File: src/rtl/io_rx_frontend.sv
// Byte-stream front end for the SRAM image-write controller: parses a two-byte
// header (nrows, ncols), prefills a pixel FIFO, then streams one pixel per cycle.
module io_rx_frontend #(
    parameter int FIFO_DEPTH = 16,
    parameter int PREFILL    = 8
) (
    input  logic       clk,
    input  logic       rstn,
    input  logic       in_valid,
    input  logic [7:0] in_data,
    output logic       in_ready,
    input  logic       rx_busy,
    output logic [7:0] nrows,
    output logic [7:0] ncols,
    output logic       en,
    output logic [7:0] din,
    output logic       active,
    output logic       done,
    output logic       underrun
);

    localparam int AW = $clog2(FIFO_DEPTH);
    localparam int CW = AW + 1;
    localparam logic [16:0]   PREFILL_W = 17'(PREFILL);
    localparam logic [CW-1:0] DEPTH_W   = CW'(FIFO_DEPTH);

    typedef enum logic [2:0] {
        HDR_ROWS,
        HDR_COLS,
        FILL,
        LAUNCH,
        STREAM,
        DRAIN
    } state_t;

    state_t        state;
    logic [7:0]    mem [FIFO_DEPTH];
    logic [AW-1:0] wr_ptr;
    logic [AW-1:0] rd_ptr;
    logic [CW-1:0] count;
    logic [16:0]   n_total;
    logic [16:0]   pixels_received;
    logic [16:0]   pixels_sent;

    logic          streaming;
    logic          fifo_empty;
    logic          pop;
    logic          push;
    logic [16:0]   threshold;
    logic          launch_ok;

    always_comb begin
        streaming  = (state == LAUNCH) || (state == STREAM);
        fifo_empty = (count == '0);
        pop        = streaming && !fifo_empty;

        case (state)
            HDR_ROWS, HDR_COLS:   in_ready = 1'b1;
            FILL, LAUNCH, STREAM: in_ready = (count < DEPTH_W) && (pixels_received < n_total);
            default:              in_ready = 1'b0;
        endcase

        push = in_valid && in_ready && ((state == FILL) || streaming);
        en   = (state == LAUNCH);
        din  = pop ? mem[rd_ptr] : 8'h00;

        // Tiny images launch as soon as the whole frame is buffered.
        threshold = (n_total < PREFILL_W) ? n_total : PREFILL_W;
        launch_ok = (17'(count) >= threshold) && !rx_busy;
    end

    always_ff @(posedge clk) begin
        if (push) begin
            mem[wr_ptr] <= in_data;
        end
    end

    always_ff @(posedge clk or negedge rstn) begin
        if (!rstn) begin
            state           <= HDR_ROWS;
            wr_ptr          <= '0;
            rd_ptr          <= '0;
            count           <= '0;
            n_total         <= '0;
            pixels_received <= '0;
            pixels_sent     <= '0;
            nrows           <= '0;
            ncols           <= '0;
            active          <= 1'b0;
            done            <= 1'b0;
            underrun        <= 1'b0;
        end else begin
            done <= 1'b0;

            if (push) begin
                wr_ptr          <= wr_ptr + AW'(1);
                pixels_received <= pixels_received + 17'd1;
            end
            if (pop) begin
                rd_ptr <= rd_ptr + AW'(1);
            end
            if (push && !pop) begin
                count <= count + CW'(1);
            end else if (pop && !push) begin
                count <= count - CW'(1);
            end

            // A due pixel with nothing buffered still counts as sent (din reads 0).
            if (streaming && fifo_empty) begin
                underrun <= 1'b1;
            end

            case (state)
                HDR_ROWS: begin
                    if (in_valid) begin
                        nrows    <= in_data;
                        underrun <= 1'b0;
                        active   <= 1'b1;
                        state    <= HDR_COLS;
                    end
                end
                HDR_COLS: begin
                    if (in_valid) begin
                        ncols           <= in_data;
                        n_total         <= (17'(nrows) + 17'd1) * (17'(in_data) + 17'd1);
                        pixels_received <= '0;
                        pixels_sent     <= '0;
                        state           <= FILL;
                    end
                end
                FILL: begin
                    if (launch_ok) begin
                        state <= LAUNCH;
                    end
                end
                LAUNCH: begin
                    pixels_sent <= 17'd1;
                    state       <= (n_total == 17'd1) ? DRAIN : STREAM;
                end
                STREAM: begin
                    pixels_sent <= pixels_sent + 17'd1;
                    if (pixels_sent + 17'd1 == n_total) begin
                        state <= DRAIN;
                    end
                end
                DRAIN: begin
                    // Leftover bytes from an underrun frame are flushed here.
                    if (!rx_busy) begin
                        done   <= 1'b1;
                        active <= 1'b0;
                        wr_ptr <= '0;
                        rd_ptr <= '0;
                        count  <= '0;
                        state  <= HDR_ROWS;
                    end
                end
                default: state <= HDR_ROWS;
            endcase
        end
    end

endmodule

File: config.mk
export PLATFORM = sky130hd
export DESIGN_NAME = io_rx_frontend
export DESIGN_NICKNAME = d
export VERILOG_FILES = /design/src/rtl/io_rx_frontend.sv
export SDC_FILE = /design/constraint.sdc
export NUM_CORES = 1
export LEC_CHECK = 0
export ABC_AREA = 1
export BUFFER_PORTS_ARGS = -buffer_cell sky130_fd_sc_hd__buf_2
export CORE_MARGIN = 8
export CORE_UTILIZATION = 38
export CTS_BUF_LIST = sky130_fd_sc_hd__clkbuf_16
export CTS_CLUSTER_DIAMETER = 150
export DETAILED_ROUTE_END_ITERATION = 10
export SLEW_MARGIN = 40
export SYNTH_ARGS = -nofsm -noshare
export SYNTH_HDL_FRONTEND = slang
export SYNTH_SLANG_ARGS = --single-unit
File: constraint.sdc
create_clock -name clk -period 4.3 [get_ports clk]
set_input_delay 0.645 -clock clk [delete_from_list [all_inputs] [get_ports clk]]
set_output_delay 0.645 -clock clk [all_outputs]
set_load 0.02 [all_outputs]
Word-level counts from Yosys, hierarchy flattened --
Memory sizes are Yosys's and may differ from the RTL's. Cells that the tools add are included.
Cells by class: add/subtract/negate cells 8, $mul 1, div/mod/pow operators 0, magnitude comparators 4, equal/unequal tests 12, shift operators 0, multiplexer cells 35, bitwise operators 0, reduce and logical (&&, ||, !) cells 25
Operators by type and width (number):
- $mux W17 | 5
- $pmux W17 S3 | 1
- $add A17 B1 Y17 const B | 2
- $mux W4 | 6
- $mux W5 | 4
- $add A8 B1 Y9 const B | 2
- $pmux W3 S6 | 1
- $eq A17 B1 Y1 const B | 1
- $eq A17 B17 Y1 | 1
- $ge A5 B17 Y1 | 1
- $lt A17 B17 Y1 | 1
- $lt A17 B4 Y1 const B | 1
- $mul A9 B9 Y17 | 1
- $mux W3 | 5
- $mux W1 | 10
- $add A4 B1 Y4 const B | 2
- $logic_and A1 B1 Y1 | 8
- $mux W8 | 1
- $ne A2 B2 Y1 const B | 4
- $eq A3 B2 Y1 const B | 2
- $eq A3 B3 Y1 const B | 2
- $reduce_and A2 Y1 | 3
- $add A5 B1 Y5 const B | 1
- $logic_not A5 Y1 | 1
- 14 further kinds | 19
Word-level totals: register bits 86, bits in latches 0, bits in writable memories 128, ROM bits 0, input bits 12, output and inout bits 29, word-level logic and storage cells 98, memories 1
Memory list:
- mem | words 16, width 8, rd ports 1, clocked after memory_dff 0, write ports 1, line 37 | logic [7:0] mem [FIFO_DEPTH];

Longest topological paths before layout --
depth after elaboration 11, gate-level depth with buffers 27, gate-level depth less buffers 27

Least setup slack after synthesis --
No wires, ideal clock.
kind input port to flip-flop, from input port in_data[0], to register n_total[13], arrival time 4.884 ns, slack -0.702 ns, stages 19, cells stage by stage inv_1 nor3_4 nand4_1 nor2_1 xor2_2 inv_1 nand2_1 fa_1 fa_1 fa_1 fa_1 inv_1 ha_1 a21oi_1 o21ai_0 a21oi_1 or2_2 nand3_1 nand2_1
On the way: word-level cells in the longest chain between the ends 2
RTL lines:
- start, declared | line 10 | input logic [7:0] in_data,
- $add A8 B1 Y9 | line 125 | n_total <= (17'(nrows) + 17'd1) * (17'(in_data) + 17'd1);
- $mul A9 B9 Y17 | line 125
- end signal, assigned | line 125
- end, declared | line 41 | logic [16:0] n_total;
Every way passes these cells. A chain may end at the register's enable or synchronous reset.

Final worst setup path --
from input port in_data[1], to register n_total[14]
Same word-level chain as after synthesis.

==> impl_metrics.py <==
metrics = {
    "sta": {
        "period_needed_ns": 4.489,
        "post-route-worst-setup-slack_ns": -0.1885,
        "hold_viol_final": 0,
        "max_slew.worst_pin.slew_ns": 0.7864,
        "slew_violations": 0,
        "finalSetupViolCount": 7,
        "post-route-period-util_pct": 104.4,
        "timing.clock.skew_ns": 0.01350,
        "max_clock_freq_mhz": 222.8,
        "relSlewSlack_pct": 47.38,
        "rsz0062_at_grt": "yes",
    },
    "worst_setup_path": {
        "critPathRequiredTime_ns": 4.74,
        "critical-path-slowest-cell": "sky130_fd_sc_hd__fa_1",
        "setup.worst_path.start_class": "input port",
        "r2r-start": "nrows[0]",
        "worst-r2r-setup-slack_ns": -0.18,
        "ff2ff_path_depth": 21,
        "critical_path.reg2reg.endpoint": "n_total[14]",
        "max_stage_delay_ns": 0.52,
        "path_max_fanout": 6,
        "timing.critical_path.to_type": "flop",
        "worstPathArrival_ns": 4.92,
        "criticalPathCategory": "input port to flop",
    },
    "synthesis": {
        "syn_inst": 1441,
        "number_of_storage_elements_in_the_synthesis_netlist": 214,
        "synth_seq_area_share_pct": 45.62,
        "synth_fp_nets": 1570,
        "ys_warn_count": 0,
        "mappedNetlistArea_mm2": 0.01314,
        "synth.distinct_cells": 46,
        "syn_area_cell_um2": 9.121,
    },
    "clock_network": {
        "clk_path_buf_depth": 3,
        "cts.htree.levels": 1,
        "cts_tree": "done",
        "cts_made_buffers": 24,
        "cts.sink_count": 214,
        "clock_insertion_delay_worst_skew_ns": 0.52,
        "cts_root_buffer": "sky130_fd_sc_hd__clkbuf_16",
        "clk_pin_slew_worst_paths_ns": 0.06,
        "cts.hold.buffers_added": 0,
    },
    "floorplanning": {
        "core_area_mm2": 0.03429,
        "chip_width_um": 202.0,
        "dieHeight_um": 202.0,
        "top_level_ports": 41,
        "site_row_count": 68,
        "initial_utilization_pct": 38.33,
        "fp.dieArea_mm2": 0.04080,
    },
    "power": {
        "leakage_power_nw": 7.261,
        "seqPwrFrac_pct": 20.5,
        "power_per_unit_of_standard_cell_area_mw_per_mm2": 895.8,
        "p_int_mw": 8.054,
        "design_power_total_mw": 14.42,
        "combPwrFrac_pct": 65.4,
        "clock_power_share_pct": 14.1,
        "netSwitchingPower_mw": 6.362,
        "netSwitchingFraction_pct": 44.13,
        "irDropWorstVdd_uv": 958.3,
    },
    "layout": {
        "layout-area-overhead-vs-synth_pct": 22.44,
        "final_nets": 1735,
        "layout-drive-gt1-share_pct": 22.23,
        "most-common-layout-cells": "sky130_fd_sc_hd__nand2_1 (257), sky130_fd_sc_hd__inv_1 (202), sky130_fd_sc_hd__buf_4 (130), sky130_fd_sc_hd__edfxtp_1 (128), sky130_fd_sc_hd__o21ai_0 (112)",
        "most_common_library_cell_in_the_layout_ignoring_fill_and_taps": "sky130_fd_sc_hd__nand2_1",
        "final_area_mm2": 0.01609,
        "fillers": 3270,
        "fin_util_pct": 46.93,
        "instances_no_fill": 2080,
    },
    "global_route": {
        "grt_first_pass_wirelength_mm": 54.71,
        "grt-ovfl-total": 0,
        "grt_pass1_vias": 10380,
        "initial_antenna_violation_count": 1,
        "grtUsageTotal_pct": 16.30,
        "largest_net_degree_at_the_start_of_global_routing": 61,
    },
    "route": {
        "drt-total-wl_mm": 33.35,
        "iter_0_drt_violations": 619,
        "wl_per_cell_um": 16.03,
        "post-route-drc-count": 0,
        "detail_route.vias_per_cell": 4.968,
        "vias": 10330,
        "detail_route.first_pass.iterations": 7,
        "antenna_left": 0,
    },
    "place": {
        "port-buffer-count": 40,
        "place_inst": 2021,
        "gp_congestion": 0.8595,
        "place_area_mm2": 0.01480,
        "detailedPlacementHpwl_mm": 24.47,
    },
    "status": {
        "run_status": "finished with violations",
        "violations_in_the_final_reports": "negative setup slack",
    },
    "worst_hold_path": {
        "timing.hold.worst.class": "input port to asynchronous set/reset pin",
    },
    "run": {
        "drv.max_cap_violation_count": 0,
    },
}
==> per-stage QoR <==
| step | setup WS [ns] | TNS, ns | hold slack [ns] |
|---|---|---|---|
| 6_report | -0.1885 | -0.7929 | 0.1079 |
| 3_3_place_gp | -0.8701 | -7.492 | 0.4616 |
| 2_1_floorplan | -0.4222 | -2.000 | 0.3494 |
| 5_1_grt | -0.3636 | -2.533 | 0.1544 |
| 4_1_cts | -0.1925 | -0.8033 | 0.1361 |
| 3_5_place_dp | -0.8787 | -7.758 | 0.4686 |
==> cell families after synthesis <==
| kind of cell | after synthesis | share of synthesized area [%] |
|---|---|---|
| AO/OA/AOI/OAI | 245 | 10.09 |
| XOR/XNOR | 32 | 2.408 |
| adder cells (fa/ha/maj) | 117 | 13.94 |
| buffers and inverters | 270 | 7.939 |
| flip-flops | 214 | 45.62 |
| multiplexers | 32 | 2.437 |
| other | 1 | 0.02853 |
| AND/OR/NAND/NOR | 530 | 17.54 |
==> cells in the mapped netlist (all sizes together) <==
master | instances | area share (%)
xnor3 | 1 | 0.17
a21o | 2 | 0.11
mux2i | 32 | 2.4
nor3 | 7 | 0.52
nand3 | 65 | 2.5
o221ai | 1 | 0.067
ha | 68 | 6.5
a211oi | 4 | 0.23
nand2 | 284 | 8.3
o21bai | 3 | 0.17
o21a | 1 | 0.057
clkinv | 2 | 0.057
conb | 1 | 0.029
or2 | 4 | 0.19
edfxtp | 128 | 29
fa | 49 | 7.5
dfrtp | 86 | 16
a21oi | 69 | 2.6
o211ai | 10 | 0.57
a32o | 1 | 0.076
o22ai | 17 | 0.81
buf | 15 | 0.66
a31oi | 10 | 0.48
xnor2 | 9 | 0.60
o21ai | 127 | 4.9
xor3 | 1 | 0.18
inv | 232 | 6.6
nand3b | 2 | 0.11
nor2 | 143 | 4.6
xor2 | 21 | 1.5
and2 | 3 | 0.14
clkbuf | 21 | 0.60
nand4 | 22 | 1.2
==> repair_timing <==
item	4_1_cts	5_1_grt
setup endpoints to repair	9	9
buffers inserted	9	5
resized for setup	66	56
pin swaps	41	31
==> worst max-delay path by stage <==
stage,from,endpoint,cells after the start,slack [ns]
6_report,in_data[1],n_total[14],26,-0.19
5_1_grt,nrows[0],n_total[15],21,-0.36
4_1_cts,nrows[0],n_total[14],22,-0.19
3_5_place_dp,in_data[0],n_total[15],24,-0.88
3_3_place_gp,in_data[0],n_total[15],24,-0.87
2_1_floorplan,in_data[0],n_total[14],20,-0.42
==> state kept, by name, indices dropped and copies added (netlist names), named ones only <==
signal           cells
active               1
count                5
done                 1
mem                128
n_total             17
ncols                8
nrows                8
pixels_received      2
pixels_sent         17
rd_ptr               4
state                3
underrun             1
wr_ptr               4
==> cell type report <==
| class | instances | area [um2] | share of cell area, % |
|---|---|---|---|
| clock inverter | 19 | 157.7 | 0.9796 |
| timing repair buffer | 175 | 1266 | 7.868 |
| inverter | 234 | 884.6 | 5.497 |
| tap | 455 | 569.3 | 3.538 |
| sequential | 214 | 6003 | 37.30 |
| antenna | 1 | 2.502 | 0.01555 |
| multi-input combinational | 957 | 6584 | 40.91 |
| clock buffer | 25 | 625.6 | 3.887 |
==> metal layers <==
metal  vias to the layer above  track usage (%)  share of wire [%]
li1                       5083                -                  -
met4                         0            4.931                3.0
met3                        58            2.498                4.3
met2                       213            27.92                 48
met5                         -                0                  0
met1                      4979            20.98                 45
==> power groups by stage <==
stage | Combinational, mW | Sequential (mW) | Clock, mW
after floorplan | 5.50 | 2.87 | 0
after global placement | 8.05 | 2.97 | 0
after detailed placement | 8.15 | 2.98 | 0
after CTS | 8.75 | 2.95 | 2.07
after global routing | 10.5 | 3.02 | 2.15
final | 9.43 | 2.96 | 2.03
==> critical path, delay by kind of cell <==
kind / cells / cell delay, ns
AO/OA/AOI/OAI: 4 / 0.53
adder cells (fa/ha/maj): 6 / 2.12
AND/OR/NAND/NOR: 8 / 0.86
buffers and inverters: 8 / 0.77
(Power assumes the default switching activity.)
